$ cat src/rtl/uart_pkg.sv
// Shared definitions for the UART transmit/receive controllers.
package uart_pkg;

   localparam int FRAME_W  = 11;
   localparam int DATA_W   = 8;
   localparam int STOP_IDX = 10;

   typedef enum logic [1:0] {
      IDLE,
      LOAD,
      SEND
   } state_e;

   // Frame is sent LSB first: start(0), data[0..7], parity, stop(1).
   function automatic logic [FRAME_W-1:0] build_frame(input logic [DATA_W-1:0] data,
                                                      input logic              parity_odd);
      return {1'b1, (^data) ^ parity_odd, data, 1'b0};
   endfunction

endpackage

$ cat src/rtl/uart_baud_counter.sv
// Bit-period counter: counts 0..CLKS_PER_BIT-1 while enabled and emits a tick on the last count.
module uart_baud_counter #(
   parameter int CLKS_PER_BIT = 434
) (
   input  logic clock,
   input  logic reset,
   input  logic clear,
   input  logic enable,
   output logic tick
);

   localparam int CNT_W = $clog2(CLKS_PER_BIT);
   localparam logic [CNT_W-1:0] LAST = CNT_W'(CLKS_PER_BIT - 1);

   logic [CNT_W-1:0] cnt_q, cnt_d;

   assign tick = enable && (cnt_q == LAST);

   always_comb begin
      cnt_d = cnt_q;
      if (clear)
         cnt_d = '0;
      else if (enable)
         cnt_d = tick ? '0 : cnt_q + 1'b1;
   end

   always_ff @(posedge clock) begin
      if (reset)
         cnt_q <= '0;
      else
         cnt_q <= cnt_d;
   end

endmodule

$ cat src/rtl/uart_tx_controller.sv
// UART transmit sequencer: loads an 11-bit frame into the external shift register and paces its shifts.
module uart_tx_controller
   import uart_pkg::*;
#(
   parameter int CLKS_PER_BIT = 434,
   parameter int PARITY_ODD   = 0
) (
   input  logic               clock,
   input  logic               reset,
   input  logic [DATA_W-1:0]  tx_data,
   input  logic               tx_valid,
   output logic               tx_ready,
   output logic               tx_busy,
   output logic               tx_done,
   output logic [FRAME_W-1:0] sr_data_p,
   output logic               sr_data_s,
   output logic               sr_load,
   output logic               sr_shift,
   input  logic               sr_bit,
   output logic               tx_out
);

   localparam logic [3:0] LAST_BIT = 4'(STOP_IDX);

   state_e             state_q, state_d;
   logic [3:0]         bit_idx_q, bit_idx_d;
   logic [FRAME_W-1:0] sr_data_p_q, sr_data_p_d;
   logic               baud_tick;

   uart_baud_counter #(
      .CLKS_PER_BIT(CLKS_PER_BIT)
   ) u_baud (
      .clock (clock),
      .reset (reset),
      .clear (state_q == LOAD),
      .enable(state_q == SEND),
      .tick  (baud_tick)
   );

   always_ff @(posedge clock) begin
      if (reset) begin
         state_q     <= IDLE;
         bit_idx_q   <= '0;
         sr_data_p_q <= '0;
      end else begin
         state_q     <= state_d;
         bit_idx_q   <= bit_idx_d;
         sr_data_p_q <= sr_data_p_d;
      end
   end

   always_comb begin
      state_d     = state_q;
      bit_idx_d   = bit_idx_q;
      sr_data_p_d = sr_data_p_q;
      case (state_q)
         IDLE: begin
            if (tx_valid) begin
               sr_data_p_d = build_frame(tx_data, PARITY_ODD != 0);
               state_d     = LOAD;
            end
         end
         LOAD: begin
            bit_idx_d = '0;
            state_d   = SEND;
         end
         SEND: begin
            if (baud_tick) begin
               if (bit_idx_q == LAST_BIT)
                  state_d = IDLE;
               else
                  bit_idx_d = bit_idx_q + 1'b1;
            end
         end
         default: state_d = IDLE;
      endcase
   end

   // Outputs depend only on registered state/counters; sr_bit just passes through in SEND.
   always_comb begin
      tx_ready  = (state_q == IDLE);
      tx_busy   = (state_q != IDLE);
      sr_load   = (state_q == LOAD);
      sr_shift  = (state_q == SEND) && baud_tick && (bit_idx_q != LAST_BIT);
      tx_done   = (state_q == SEND) && baud_tick && (bit_idx_q == LAST_BIT);
      tx_out    = (state_q == SEND) ? sr_bit : 1'b1;
      sr_data_p = sr_data_p_q;
      sr_data_s = 1'b1;
   end

endmodule

$ cat config.mk
export PLATFORM = sky130hd
export DESIGN_NAME = uart_tx_controller
export DESIGN_NICKNAME = d
export VERILOG_FILES = /design/src/rtl/uart_pkg.sv /design/src/rtl/uart_baud_counter.sv /design/src/rtl/uart_tx_controller.sv
export SDC_FILE = /design/constraint.sdc
export NUM_CORES = 1
export LEC_CHECK = 0
export CAP_MARGIN = 40
export CORE_UTILIZATION = 43
export DETAILED_ROUTE_END_ITERATION = 6
export GPL_TIMING_DRIVEN = 0
export HOLD_SLACK_MARGIN = 0.1
export PLACE_DENSITY_LB_ADDON = 0.08
export SYNTH_ARGS = -nofsm -noshare
export SYNTH_HDL_FRONTEND = slang
export SYNTH_SLANG_ARGS = --single-unit
$ cat constraint.sdc
create_clock -name clock -period 1.5 [get_ports clock]
set_input_delay 0.375 -clock clock [delete_from_list [all_inputs] [get_ports clock]]
set_output_delay 0.375 -clock clock [all_outputs]
set_load 0.005 [all_outputs]
==> metrics, run 1 <==
DRC violations left 0; minimum setup slack after placement -0.546 ns; post-detailed-route count of antenna-violating nets 0; die height 55.4 um; routed length per placed instance 14.1 um; overall overflow remaining after global route 0; number of antenna violations at the first check in global routing 0; area delta synth->final 46.0%; mapped cell area 1220 um2; clock tree from TritonCTS built; Worst Hold Class input pin to register; Setup crit start kind register; number of buffers inserted by hold repair at cts 0; total track usage 21.7%; first-pass detailed-route iteration total 4; Post-synth top flop sky130_fd_sc_hd__dfxtp_1; final weighted congestion in routability-driven placement 0.825; Distinct cells, synth 34; diodes inserted 0; H-tree lvl count 1; number of input and output port buffers inserted 26; maximum operating frequency 535 MHz; I/O pin total 30; CTS Buf Count 3; crit path DAT 1.50 ns; first-pass GRT wire length 5.19 mm; routed via count 1,166; horizontal extent of the die 55.4 um; Nets 212; Post-Synthesis Net Count 161; clock tree skew after final layout 0.00370 ns; result of the run complete, but fails checks; number of setup violations in the final report 7; RSZ-0062 raised after global routing yes; Routed Wire Length 3.18 mm; # clock sinks 25; yosys warns 0; maximum number of pins on one net before global-route repair 14; synthesis-stage register bit count 25; number of global-route vias before repair 1,156; detail-routed via count per cell 5.18; peak ir drop on the vdd network 0.760 mV; final slew viol count 0; placed wire-length estimate 1.97 mm; core footprint 2590 um2; insertion delay of the later-clocked pin in the worst-skew pair 0.31 ns; class of the most critical setup path register to output port; power per cell area 715 nW/um2; final cycle utilization of the critical path 125%; Die Area 3070 um2; Post-synth EDFFs 0; Syn Area/Cell 8.45 um2; CTS clock-pin slew for the worst setup and hold paths 0.13 ns; clock buffer depth 2; number of max-cap violations 0; failing checks negative setup slack; initial core utilization 47.3%; CTS Root Cell sky130_fd_sc_hd__clkbuf_4; sequential element share of the synthesized area 40.9%; Critical Path Fanout Max 3; leakage 0.763 nW; total number of placement rows 18; design area 1790 um2; layout cell share with drive strength beyond 1 33.3%; Post-Synthesis Cells 145; final count of hold timing violations 0; setup slack after layout -0.370 ns; kind of end point of the critical path output port; CP Data Required Time 1.12 ns; Cell Area, Placed 1520 um2; post-synthesis async set-or-reset flop share 0%; min cycle time layout 1.87 ns; Iteration-0 DRC Markers 35
[cells in the final DEF (no fill, tap or decap), types with 3 or more instances in the layout]
cell,n
sky130_fd_sc_hd__dlygate4sd2_1,10
sky130_fd_sc_hd__inv_2,3
sky130_fd_sc_hd__clkdlybuf4s50_1,10
sky130_fd_sc_hd__clkbuf_1,3
sky130_fd_sc_hd__xor2_1,7
sky130_fd_sc_hd__clkbuf_4,3
sky130_fd_sc_hd__a21oi_1,10
sky130_fd_sc_hd__nand4_1,5
sky130_fd_sc_hd__dfxtp_1,9
sky130_fd_sc_hd__dfxtp_2,13
sky130_fd_sc_hd__buf_4,15
sky130_fd_sc_hd__and2_1,3
sky130_fd_sc_hd__buf_6,9
sky130_fd_sc_hd__buf_2,4
sky130_fd_sc_hd__nor2_1,16
sky130_fd_sc_hd__nand3_1,3
sky130_fd_sc_hd__dfxtp_4,3
sky130_fd_sc_hd__xnor2_1,8
sky130_fd_sc_hd__nand2_1,21
[what timing repair did]
action | 4_1_cts | 5_1_grt
endpoints found under the setup margin | 19 | 19
resized for setup | 67 | 11
setup buffers | 15 | 7
pin swaps | 9 | 5
[metal layers]
layer / up-vias / part of all wire (%) / global-route usage [%]
met5: - / 0 / 0
li1: 585 / - / -
met2: 23 / 51 / 36.0
met1: 548 / 43 / 26.0
met4: 0 / 2.7 / 8.93
met3: 10 / 3.1 / 6.56
[state kept, by name (all words and copies together) (netlist names)]
register	count
sr_data_p	10
u_baud.cnt_q	9
state_q	2
bit_idx_q	4
[power breakdown]
part	internal [mW]	switching [mW]	total [mW]	leakage, nW
clock network	0.104	0.194	0.298	0.0150
logic	0.144	0.121	0.265	0.537
registers	0.695	0.0192	0.714	0.211
total	0.943	0.335	1.28	0.763
[final timing paths]
path | cells after the start | slack (ns) | endpoint | startpoint
setup / recovery | 6 | -0.37 | tx_done | bit_idx_q[0]$_SDFFE_PP0P_
setup reg to reg | 7 | -0.23 | bit_idx_q[0]$_SDFFE_PP0P_ | u_baud.cnt_q[1]$_SDFFE_PP0N_
hold / removal | 2 | 0.41 | sr_data_p[6]$_SDFFE_PP0P_ | reset
hold reg to reg | 2 | 0.46 | sr_data_p[2]$_SDFFE_PP0P_ | sr_data_p[2]$_SDFFE_PP0P_
[metrics by stage]
step                      util [%]  instances  TNS (ns)  total power [mW]  hold WS, ns
after floorplan                  -        145         0             0.843        0.453
after CTS                     66.6        220     -1.14              1.27        0.395
after detailed placement      58.8        201     -1.93             0.959        0.452
after global placement        58.8        201     -1.74             0.954        0.445
final                         69.0        225     -1.33              1.28        0.415
after global routing          69.0        225     -3.41              1.35        0.406
[Yosys cell counts (3+ instances only)]
cell / n / area, um2
sky130_fd_sc_hd__and2_1: 3 / 18.8
sky130_fd_sc_hd__ha_1: 4 / 50.1
sky130_fd_sc_hd__dfxtp_1: 25 / 500
sky130_fd_sc_hd__xnor2_1: 8 / 70.1
sky130_fd_sc_hd__nand2b_1: 3 / 18.8
sky130_fd_sc_hd__a21oi_1: 11 / 55.1
sky130_fd_sc_hd__xor2_1: 7 / 61.3
sky130_fd_sc_hd__inv_1: 5 / 18.8
sky130_fd_sc_hd__nand3_1: 3 / 15.0
sky130_fd_sc_hd__nand4_1: 5 / 31.3
sky130_fd_sc_hd__buf_4: 3 / 22.5
sky130_fd_sc_hd__nor2_1: 17 / 63.8
sky130_fd_sc_hd__nand2_1: 22 / 82.6
[kinds of logic after synthesis]
logic type               after synthesis  synth area share, %
AO/OA/AOI/OAI                         20                 9.81
XOR/XNOR                              15                 10.7
adder cells (fa/ha/maj)                4                 4.09
buffers and inverters                 11                 4.39
flip-flops                            25                 40.9
multiplexers                           1                0.817
other                                  2                0.613
AND/OR/NAND/NOR                       67                 28.7
[layout make-up]
class	instances	area (um2)
Multi-Input combinational cell	109	738
Fill cell	214	802
Inverter	5	18.8
Tap cell	30	37.5
Timing Repair Buffer	47	412
Clock buffer	4	26.3
Buffer	5	27.5
Sequential cell	25	528
[critical path, stage by stage (launching register included)]
cell and delay [ns]:
sky130_fd_sc_hd__dfxtp_2 0.35, sky130_fd_sc_hd__inv_1 0.12, sky130_fd_sc_hd__ha_4 0.15, sky130_fd_sc_hd__nand3b_1 0.12, sky130_fd_sc_hd__buf_4 0.18, sky130_fd_sc_hd__nor3_2 0.14, sky130_fd_sc_hd__buf_2 0.13
Note: power is estimated with default switching activity, not from simulation.
==> inputs of run 2 (changes only) <==
CORE_ASPECT_RATIO = 1.5   (was default)
CTS_CLUSTER_SIZE = 8   (was default)
==> metrics, run 2 (same netlist as run 1, synthesis figures left out) <==
result of the run complete, but fails checks; failing checks negative setup slack; Routed Wire Length 3.09 mm; CTS clock-pin slew for the worst setup and hold paths 0.08 ns; power per cell area 757 nW/um2; DRC violations left 0; crit path DAT 1.48 ns; setup slack after layout -0.358 ns; Critical Path Fanout Max 2; most common cell after layout, fill and taps aside sky130_fd_sc_hd__nand2_1; number of input and output port buffers inserted 26; worst hold path startpoint sr_data_p[7]$_SDFFE_PP0P_; slowest cell delay on critical path 0.33 ns; busiest grt layer met2; first-pass GRT wire length 5.23 mm; die height 67.4 um; CP max-delay cell sky130_fd_sc_hd__dfxtp_2; core footprint 2680 um2; horizontal extent of the die 45.6 um; post-detailed-route count of antenna-violating nets 0; RSZ-0062 raised after global routing yes; number of global-route vias before repair 1,243; layout cell share with drive strength beyond 1 31.3%; sum of negative setup slack -1.15 ns; diodes inserted 0; Nets 215; global routing usage on met3 3.21%; maximum operating frequency 538 MHz; clock buffer depth 2; Reg power frac 51.2%; Critical Path, Cell by Cell inv_2 -> ha_4 -> and4b_2 -> buf_6 -> nand2_4 -> nor3_2 -> buf_2; final count of hold timing violations 0; class of the most critical setup path register to output port; clock network fraction of design power 28.5%; Internal Power 1.04 mW; Setup crit start kind register; I/O pin total 30; number of max-cap violations 0; min cycle time layout 1.86 ns; peak ir drop on the vdd network 0.629 mV; Worst Hold Class register to register; routed length per placed instance 13.1 um; setup slack of the most critical reg-to-reg path -0.24 ns; GR Layer Usage met1 23.1%; routed via count 1,212; leakage 0.809 nW; detail-routed via count per cell 5.16; number of setup violations in the final report 7; CTS Root Cell sky130_fd_sc_hd__clkbuf_8; Cell Area, Placed 1530 um2; initial core utilization 45.8%; switching power of the nets 0.353 mW; WHS Endpoint sr_data_p[7]$_SDFFE_PP0P_; insertion delay of the later-clocked pin in the worst-skew pair 0.26 ns; maximum number of pins on one net before global-route repair 14; # clock sinks 25; R2R cell count 8; most used cells in the layout excluding fill and tap cells sky130_fd_sc_hd__nand2_1 (21), sky130_fd_sc_hd__buf_4 (19), sky130_fd_sc_hd__nor2_1 (16); H-tree lvl count 1; end of the worst register-to-register path bit_idx_q[0]$_SDFFE_PP0P_; final slew viol count 0; placed wire-length estimate 2.08 mm; final weighted congestion in routability-driven placement 0.754; worst reg2reg path startpoint u_baud.cnt_q[1]$_SDFFE_PP0N_; CTS Buf Count 3; Die Area 3070 um2; clock tree skew after final layout 0.00712 ns; share of total power consumed by net switching 25.3%; max reg flops 10; Iteration-0 DRC Markers 25; clock tree from TritonCTS built; first-pass detailed-route iteration total 4; kind of end point of the critical path output port; final cycle utilization of the critical path 124%; met2 usage in global routing 43.8%; number of antenna violations at the first check in global routing 0; overall overflow remaining after global route 0; CP Data Required Time 1.12 ns; total number of placement rows 23; total track usage 22.7%; area delta synth->final 50.3%; share of total power in combinational logic 20.3%; design area 1840 um2; number of cells on the worst hold path 2
-- run 2: changes by cell type in the layout (fill, tap and decap cells not counted), moves of 2 or more --
cell,change
sky130_fd_sc_hd__clkdlybuf4s50_1,+4
sky130_fd_sc_hd__dlygate4sd2_1,-7
sky130_fd_sc_hd__dfxtp_2,-6
sky130_fd_sc_hd__clkbuf_8,+3
sky130_fd_sc_hd__buf_4,+4
sky130_fd_sc_hd__dlymetal6s2s_1,+3
sky130_fd_sc_hd__dfxtp_1,+6
sky130_fd_sc_hd__buf_2,-2
sky130_fd_sc_hd__clkbuf_4,-3
-- run 2: stage by stage --
stage | util [%] | hold WS, ns | setup slack, ns | cells | power (mW)
after floorplan | - | 0.453 | 0.00701 | 145 | 0.843
after global placement | 57.3 | 0.444 | -0.579 | 208 | 0.954
after detailed placement | 57.3 | 0.449 | -0.613 | 208 | 0.961
after CTS | 64.9 | 0.463 | -0.359 | 226 | 1.37
after global routing | 68.8 | 0.476 | -0.403 | 235 | 1.45
final | 68.8 | 0.460 | -0.358 | 235 | 1.39
-- run 2: what timing repair did --
action,4_1_cts,5_1_grt
pin swaps,6,9
buffers inserted,14,11
gates resized for setup,43,25
hold buffers,0,0
endpoints found under the setup margin,13,33
-- run 2: worst max-delay path, delay by kind of cell, from the launching register on --
| kind | cells | cell delay (ns) |
|---|---|---|
| adder cells (fa/ha/maj) | 1 | 0.14 |
| buffers and inverters | 3 | 0.32 |
| AND/OR/NAND/NOR | 3 | 0.43 |
| flip-flops | 1 | 0.33 |
-- run 2: area by class of cell --
cell class	instances	area [um2]
Fill cell	228	836
Buffer	6	41.3
Multi-Input combinational cell	109	729
Inverter	5	18.8
Tap cell	37	46.3
Timing Repair Buffer	49	439
Clock buffer	4	45.0
Sequential cell	25	520
-- run 2: worst max path at each step --
stage | startpoint | to | slack, ns
3_3_place_gp | u_baud.cnt_q[0]$_SDFFE_PP0N_ | tx_done | -0.58
5_1_grt | u_baud.cnt_q[1]$_SDFFE_PP0N_ | tx_done | -0.40
6_report | u_baud.cnt_q[1]$_SDFFE_PP0N_ | tx_done | -0.36
2_1_floorplan | u_baud.cnt_q[0]$_SDFFE_PP0N_ | bit_idx_q[3]$_SDFFE_PP0P_ | 0.007
4_1_cts | u_baud.cnt_q[1]$_SDFFE_PP0N_ | tx_done | -0.36
3_5_place_dp | u_baud.cnt_q[0]$_SDFFE_PP0N_ | tx_done | -0.61
-- run 2: metal layers --
metal | up-vias | wire, um
li1 | 594 | -
met1 | 588 | 1180
met5 | - | 0
met4 | 0 | 51
met2 | 26 | 1760
met3 | 4 | 91
-- run 2: power groups by stage --
stage                     clock network (mW)  logic [mW]  registers (mW)
after floorplan                            0       0.116           0.727
after global placement                     0       0.227           0.728
after detailed placement                   0       0.231           0.729
after CTS                              0.403       0.255           0.713
after global routing                   0.430       0.308           0.716
final                                  0.398       0.283           0.713
==> inputs of run 3 (changes only) <==
SKIP_LAST_GASP = 1   (was default)
==> metrics, run 3 (same netlist as run 1, synthesis figures left out) <==
# clock sinks 25; worst reg2reg path startpoint u_baud.cnt_q[1]$_SDFFE_PP0N_; Nets 217; share of total power consumed by net switching 25.3%; Reg power frac 50.9%; CP Data Required Time 1.12 ns; final slew viol count 0; total number of placement rows 23; CTS Buf Count 3; failing checks negative setup slack; total track usage 22.4%; clock buffer depth 2; final count of hold timing violations 0; insertion delay of the later-clocked pin in the worst-skew pair 0.26 ns; WHS Endpoint sr_data_p[7]$_SDFFE_PP0P_; layout cell share with drive strength beyond 1 30.5%; slowest cell delay on critical path 0.33 ns; number of max-cap violations 0; CTS clock-pin slew for the worst setup and hold paths 0.08 ns; post-detailed-route count of antenna-violating nets 0; Setup crit start kind register; min cycle time layout 1.84 ns; routed length per placed instance 13.4 um; final cycle utilization of the critical path 123%; number of antenna violations at the first check in global routing 0; die height 67.4 um; end of the worst register-to-register path bit_idx_q[0]$_SDFFE_PP0P_; number of input and output port buffers inserted 26; Critical Path, Cell by Cell inv_2 -> ha_4 -> and4b_2 -> buf_6 -> nand2_4 -> nor3_2 -> buf_2; diodes inserted 0; max reg flops 10; overall overflow remaining after global route 0; leakage 0.839 nW; switching power of the nets 0.355 mW; number of global-route vias before repair 1,234; Die Area 3070 um2; share of total power in combinational logic 20.7%; final weighted congestion in routability-driven placement 0.754; placed wire-length estimate 2.08 mm; clock tree from TritonCTS built; Internal Power 1.05 mW; routed via count 1,226; clock tree skew after final layout 0.00585 ns; first-pass GRT wire length 5.14 mm; Routed Wire Length 3.18 mm; class of the most critical setup path register to output port; setup slack after layout -0.341 ns; first-pass detailed-route iteration total 4; number of cells on the worst hold path 2; H-tree lvl count 1; power per cell area 752 nW/um2; CP max-delay cell sky130_fd_sc_hd__dfxtp_2; horizontal extent of the die 45.6 um; Iteration-0 DRC Markers 35; share of the core filled with cells in the final layout 69.7%; clock network fraction of design power 28.4%; result of the run complete, but fails checks; RSZ-0062 raised after global routing yes; cell count after placement 208; core footprint 2680 um2; DRC violations left 0; area delta synth->final 52.2%; most used cells in the layout excluding fill and tap cells sky130_fd_sc_hd__nand2_1 (21), sky130_fd_sc_hd__buf_4 (21), sky130_fd_sc_hd__nor2_1 (16); maximum operating frequency 543 MHz; worst hold path startpoint sr_data_p[7]$_SDFFE_PP0P_; Worst Hold Class register to register; CTS Root Cell sky130_fd_sc_hd__clkbuf_8; initial core utilization 45.8%; Critical Path Fanout Max 2; R2R cell count 8; peak ir drop on the vdd network 0.629 mV; fin cells 237; kind of end point of the critical path output port; setup slack of the most critical reg-to-reg path -0.23 ns; detail-routed via count per cell 5.17; maximum number of pins on one net before global-route repair 14; crit path DAT 1.47 ns; I/O pin total 30; number of setup violations in the final report 8
-- run 3: cell types whose count changed in the layout (fill, tap and decap cells not counted) --
cell,before,now
sky130_fd_sc_hd__buf_4,19,21
sky130_fd_sc_hd__clkbuf_2,3,1
sky130_fd_sc_hd__dlymetal6s2s_1,3,5
sky130_fd_sc_hd__buf_2,2,3
sky130_fd_sc_hd__buf_6,9,8
sky130_fd_sc_hd__inv_1,2,3
sky130_fd_sc_hd__inv_2,3,2
-- run 3: worst max-delay path, delay by kind of cell (launching register included) --
| kind | cells | cell delay, ns |
|---|---|---|
| fa+ha+maj | 1 | 0.14 |
| buf+inv | 3 | 0.31 |
| flops | 1 | 0.33 |
| simple gates | 3 | 0.41 |
-- run 3: power groups by stage --
| stage | combinational [mW] | sequential (mW) | clock, mW |
|---|---|---|---|
| final | 0.290 | 0.714 | 0.398 |
| after global routing | 0.314 | 0.718 | 0.429 |
| after CTS | 0.258 | 0.712 | 0.403 |
| after detailed placement | 0.231 | 0.729 | 0 |
| after global placement | 0.227 | 0.728 | 0 |
| after floorplan | 0.116 | 0.727 | 0 |
-- run 3: worst max-delay path by stage --
| stage | from | to |
|---|---|---|
| finish | u_baud.cnt_q[1]$_SDFFE_PP0N_ | tx_done |
| floorplan | u_baud.cnt_q[0]$_SDFFE_PP0N_ | bit_idx_q[3]$_SDFFE_PP0P_ |
| global route | u_baud.cnt_q[1]$_SDFFE_PP0N_ | tx_done |
| global placement | u_baud.cnt_q[0]$_SDFFE_PP0N_ | tx_done |
| CTS | state_q[1]$_SDFFE_PP0P_ | tx_out |
| detailed placement | u_baud.cnt_q[0]$_SDFFE_PP0N_ | tx_done |
-- run 3: timing repair --
item | 4_1_cts | 5_1_grt
setup buffers | 14 | 12
resized for setup | 39 | 19
endpoints found under the hold margin | 0 | 0
pin swaps | 6 | 9
setup endpoints to repair | 13 | 33
hold buffers | 0 | 0
-- run 3: cell type report --
| class | count | area [um2] |
|---|---|---|
| multi-input combinational | 109 | 729 |
| buffer | 6 | 38.8 |
| tap | 37 | 46.3 |
| clock buffer | 4 | 45.0 |
| inverter | 5 | 18.8 |
| fill | 222 | 812 |
| sequential | 25 | 520 |
| timing repair buffer | 51 | 465 |
-- run 3: per-layer routing --
metal / GRT usage, % / part of all wire (%) / vias up / routed length, um
met3: 2.94 / 3.5 / 6 / 112
li1: - / - / 599 / -
met5: 0 / 0 / - / 0
met2: 43.8 / 57 / 36 / 1800
met4: 8.71 / 2.0 / 0 / 65
met1: 22.4 / 38 / 585 / 1200
-- run 3: per-stage QoR --
stage | setup slack [ns] | instance area (um2) | hold slack, ns | power (mW) | setup TNS [ns]
floorplan | 0.00701 | 1230 | 0.453 | 0.843 | 0
detailed placement | -0.613 | 1530 | 0.449 | 0.961 | -2.17
finish | -0.341 | 1860 | 0.460 | 1.40 | -1.14
global placement | -0.579 | 1530 | 0.444 | 0.954 | -1.87
global route | -0.403 | 1860 | 0.476 | 1.46 | -2.85
CTS | -0.362 | 1730 | 0.463 | 1.37 | -2.13
